[config.mk]
export PLATFORM = sky130hd
export DESIGN_NAME = irst_sig_compactor
export DESIGN_NICKNAME = d
export VERILOG_FILES = /design/src/rtl/irst_pkg.sv /design/src/rtl/irst_sig_compactor_misr32_step.sv /design/src/rtl/irst_sig_compactor.sv
export SDC_FILE = /design/constraint.sdc
export NUM_CORES = 1
export LEC_CHECK = 0
export ABC_AREA = 1
export BUFFER_PORTS_ARGS = -buffer_cell sky130_fd_sc_hd__buf_2
export CAP_MARGIN = 30
export CORE_ASPECT_RATIO = 2
export CORE_MARGIN = 2
export CORE_UTILIZATION = 46
export CTS_CLUSTER_DIAMETER = 200
export DETAILED_ROUTE_END_ITERATION = 6
export PLACE_DENSITY = 0.85
export SLEW_MARGIN = 10
export SYNTH_ARGS = -nofsm -noshare
export SYNTH_HDL_FRONTEND = slang
export SYNTH_SLANG_ARGS = --single-unit
[constraint.sdc]
create_clock -name clk -period 1 [get_ports clk]
set_input_delay 0.25 -clock clk [delete_from_list [all_inputs] [get_ports clk]]
set_output_delay 0.25 -clock clk [all_outputs]
set_load 0.01 [all_outputs]
[src/rtl/irst_pkg.sv]
// Shared types and defaults for the IRST register-state signature compactor.
package irst_pkg;

    typedef enum logic [1:0] {
        IDLE = 2'd0,
        SCAN = 2'd1,
        DONE = 2'd2
    } irst_state_t;

    localparam int          IRST_NUM_REGS = 8;
    localparam logic [31:0] IRST_SEED     = 32'hFFFF_FFFF;
    localparam logic [31:0] IRST_POLY     = 32'h0040_0007;

endpackage

[src/rtl/irst_sig_compactor_misr32_step.sv]
// One step of the 32-bit MISR: shift, conditional polynomial feedback,
// and fold of the 16-bit data word duplicated into both halves.
module misr32_step (
    input  logic [31:0] misr,
    input  logic [15:0] data,
    input  logic [31:0] poly,
    output logic [31:0] misr_next
);

    assign misr_next = {misr[30:0], 1'b0}
                     ^ (misr[31] ? poly : 32'h0000_0000)
                     ^ {data, data};

endmodule

[src/rtl/irst_sig_compactor.sv]
// Walks the register file one address per cycle after self-test and folds
// every value into a 32-bit MISR, exposing a sticky done flag.
module irst_sig_compactor
    import irst_pkg::*;
#(
    parameter int          NUM_REGS = IRST_NUM_REGS,
    parameter int          ADDR_W   = 3,
    parameter logic [31:0] SEED     = IRST_SEED,
    parameter logic [31:0] POLY     = IRST_POLY
) (
    input  logic              clk,
    input  logic              rst,
    input  logic              start,
    output logic [ADDR_W-1:0] scan_addr,
    input  logic [15:0]       scan_data,
    output logic              busy,
    output logic              done,
    output logic [31:0]       signature
);

    // One extra index bit lets NUM_REGS == 2**ADDR_W finish without wrapping.
    localparam logic [ADDR_W:0] LAST_IDX = (ADDR_W + 1)'(NUM_REGS - 1);

    irst_state_t       state;
    irst_state_t       next_state;
    logic [ADDR_W:0]   idx;
    logic [ADDR_W-1:0] addr_q;
    logic [31:0]       misr;
    logic [31:0]       misr_next;
    logic              start_scan;
    logic              last_capture;

    assign start_scan   = start && (state != SCAN);
    assign last_capture = (state == SCAN) && (idx == LAST_IDX);

    misr32_step u_step (
        .misr      (misr),
        .data      (scan_data),
        .poly      (POLY),
        .misr_next (misr_next)
    );

    always_ff @(posedge clk) begin
        if (!rst) begin
            state <= IDLE;
        end else begin
            state <= next_state;
        end
    end

    always_comb begin
        next_state = state;
        unique case (state)
            IDLE:    if (start) next_state = SCAN;
            SCAN:    if (idx == LAST_IDX) next_state = DONE;
            DONE:    if (start) next_state = SCAN;
            default: next_state = IDLE;
        endcase
    end

    always_comb begin
        busy = 1'b0;
        done = 1'b0;
        unique case (state)
            SCAN:    busy = 1'b1;
            DONE:    done = 1'b1;
            default: ;
        endcase
    end

    // The address stops advancing on the last capture so DONE shows NUM_REGS-1.
    always_ff @(posedge clk) begin
        if (!rst) begin
            misr   <= SEED;
            idx    <= '0;
            addr_q <= '0;
        end else if (start_scan) begin
            misr   <= SEED;
            idx    <= '0;
            addr_q <= '0;
        end else if (state == SCAN) begin
            misr <= misr_next;
            idx  <= idx + (ADDR_W + 1)'(1);
            if (!last_capture) begin
                addr_q <= addr_q + ADDR_W'(1);
            end
        end
    end

    assign scan_addr = addr_q;
    assign signature = misr;

endmodule
==> out/metrics.yaml <==
status:
  status: "finished, violations left"
  violations: "negative setup slack"
pwr:
  ir_drop_mv: 1.40
  clkPwrFrac: 0.256
  combinationalPowerShare: 0.316
  intPower_mw: 2.87
  switchingPower_mw: 1.37
  total_power_mw: 4.24
  power_leakage_nw: 1.40
  seq_power_share: 0.427
  powerDensity_mw_per_mm2: 1220
  swShare: 0.323
clock_network:
  clkSinkCount: 41
  cts_buffer_depth: 2
  cts_buffers: 5
  insertion_delay_ns: 0.30
  htree_levels: 2
  clockRootBuffer: "clkbuf_8"
  cts_tree: "done"
  ctsHoldBuffers: 0
  cts.reportedPaths.clkPinSlew_ns: 0.09
worst_hold_path:
  holdPathStages: 3
  hp-class: "input pin to flop"
  worstHoldEndpoint: "signature[14]"
  min_from: "scan_data[14]"
sta:
  tightest_slew_ns: 0.259
  rsz0062_at_grt: "true"
  finClkSkew_ns: 0.0153
  slew_violations: 0
  finalHoldViolCount: 0
  fin_crit_sh: 1.37
  relSlewSlack: 0.827
  period_needed_ns: 1.37
  final-setup-viol-count: 57
  timing.fmax_ghz: 0.732
  worst_slack_ns: -0.366
floorplan:
  die_w_um: 49.8
  fp.dieH_um: 95.5
  rows: 33
  core_mm2: 0.00405
  io_pins: 56
  die-area_mm2: 0.00475
  start_util: 0.476
synthesis:
  synth_nets: 269
  postSynthCellCount: 248
  synth_top_area_frac: 0.426
  yosys_register_bits: 41
  yosys.area.top_type: "dfxtp_1"
  avgSynthCellArea_um2: 7.76
  ys_types: 19
  synth_area_leaders: "dfxtp_1 43%, a21oi_2 12%, nand2_1 11%"
  yosysWarnings: 0
  ys_seq_area_frac: 0.426
  synth.cell_area_mm2: 0.00193
detailed_routing:
  ant_nets: 0
  wire_per_inst_um: 20.1
  via_per_inst: 5.75
  wl_mm: 8.45
  vias: 2413
  drtIter0Drc: 113
  drc: 0
  dr.pass1.iters: 5
placed_design:
  dp_hpwl_mm: 3.35
  place_congestion: 0.765
  place_inst: 365
  io_buffer_count: 55
critical_path:
  path_class: "flop to flop"
  r2r_end: "signature[16]"
  critPathBufInv: 4
  crit_slowest_cell: "dfxtp_2"
  cp-end-kind: "flop"
  cp_cell_sequence: "inv_2, buf_6, nand2_8, buf_12, buf_16, a21oi_1, o21ai_1, nand2_1"
  critical-path-max-stage-delay_ns: 0.34
  worst-path-max-fanout: 10
  crit_arrival_ns: 1.61
  reg2reg_depth: 8
  critPathTopFamily: "buffers and inverters"
  worstPathRequired_ns: 1.24
  cp-start-kind: "flop"
  r2r_setup_slack_ns: -0.37
  r2r-start: "state[1]"
final_layout:
  insertedDiodeCount: 0
  fin_nets: 388
  nFillCells: 220
  fin_cells: 420
  areaGrowthSynthToFinish_pct: 80.8
  post_route_cells_drive_above_1_share: 0.636
global_route:
  grt_max_degree: 21
  grtUsageTotal: 0.306
  grt_pass1_vias: 2315
  grt-ovfl-total: 0
  grt_pass1_wl_mm: 11.0
  antenna_found_initial: 0
flow_run:
  drv_cap: 0
-- through the flow --
step	TNS [ns]	area [µm²]	utilization	setup slack [ns]	hold WS (ns)
floorplan	-0.105	1930	-	-0.00530	0.382
global placement	-1.34	2380	0.588	-0.0739	0.480
detailed placement	-2.56	2380	0.588	-0.110	0.495
CTS	-6.98	3110	0.767	-0.240	0.202
global route	-12.45	3480	0.860	-0.357	0.212
finish	-11.08	3480	0.860	-0.366	0.212
-- per-layer routing --
| metal | GRT usage | vias up | wire length [µm] |
|---|---|---|---|
| li1 | - | 1084 | - |
| met1 | 0.321 | 1155 | 3090 |
| met2 | 0.579 | 133 | 4510 |
| met3 | 0.0470 | 41 | 460 |
| met4 | 0.144 | 0 | 385 |
| met5 | 0 | - | 0 |
-- worst max path at each step --
| stage | from | to | cells past startpoint | slack (ns) |
|---|---|---|---|---|
| floorplan | state[1] | signature[24] | 7 | -0.005 |
| global placement | state[0] | idx[0] | 5 | -0.07 |
| detailed placement | state[1] | signature[19] | 6 | -0.11 |
| CTS | state[1] | done | 4 | -0.24 |
| global route | state[1] | signature[16] | 8 | -0.36 |
| finish | state[1] | signature[16] | 8 | -0.37 |
-- synthesized netlist by cell type (all sizes together) --
library cell	number
or2	1
nor3b	1
a21oi	62
o21ai	29
buf	10
ha	2
nand2	61
nand3	11
nor3	1
inv	13
nor2	13
dfxtp	41
xor2	3
-- cell type report --
class,instances,area [µm²],share of cell area
timing repair buffer,122,1190,0.341
sequential,41,880,0.253
multi-input combinational,184,1210,0.349
clock buffer,5,68.8,0.0198
clock inverter,3,17.5,0.00503
tap,52,65.1,0.0187
inverter,13,48.8,0.0140
-- flip-flops by register name, summed over array words and instances (netlist names) --
| register | flops |
|---|---|
| signature | 32 |
| state | 2 |
| scan_addr | 3 |
| idx | 4 |
-- cells by family (layout without fill, tap and decap cells) --
family / after synthesis / count (layout) / share of synthesized area
AOI/OAI and AO/OA: 91 / 91 / 0.289
DFF: 41 / 41 / 0.426
xor gates and xnor gates: 3 / 3 / 0.0136
and+or+nand+nor: 88 / 88 / 0.196
adders and majority gates: 2 / 2 / 0.0130
buffers and inverters: 23 / 143 / 0.0624
-- cells in the final DEF, fill, tap and decap left out, types with 2 or more instances in the layout --
cell	netlist	routed
clkbuf_8	0	5
a21oi_4	0	6
buf_6	3	42
dfxtp_4	0	5
nand2_4	2	3
buf_16	0	3
inv_1	13	12
nor2_1	12	8
xor2_1	3	3
buf_4	1	50
a21oi_1	35	13
o21ai_1	0	26
dfxtp_1	41	4
clkinv_2	0	2
nor2_4	0	4
nand2_8	0	2
nand3_1	11	9
o21ai_2	0	3
a21oi_2	27	43
dfxtp_2	0	32
clkbuf_16	0	2
nand2_1	58	56
buf_12	0	4
ha_1	2	2
buf_2	6	19
buf_8	0	2
-- power by group through the flow --
stage	combinational, mW	sequential [mW]	clock [mW]
floorplan	0.363	1.89	0
global placement	0.659	1.86	0
detailed placement	0.675	1.86	0
CTS	1.04	1.80	1.08
global route	1.40	1.82	1.17
finish	1.34	1.81	1.09
-- worst reg2reg max path: stages (launching register included) --
cell and delay (ns):
dfxtp_2 0.34, inv_2 0.09, buf_6 0.12, nand2_8 0.07
buf_12 0.15, buf_16 0.15, a21oi_1 0.19, o21ai_1 0.11
nand2_1 0.09
-- timing repair --
item,CTS,global route
gates cloned,3,2
resized for setup,91,80
pin swaps,2,17
setup endpoints to repair,76,77
setup buffers,40,3
(Power assumes the default switching activity.)
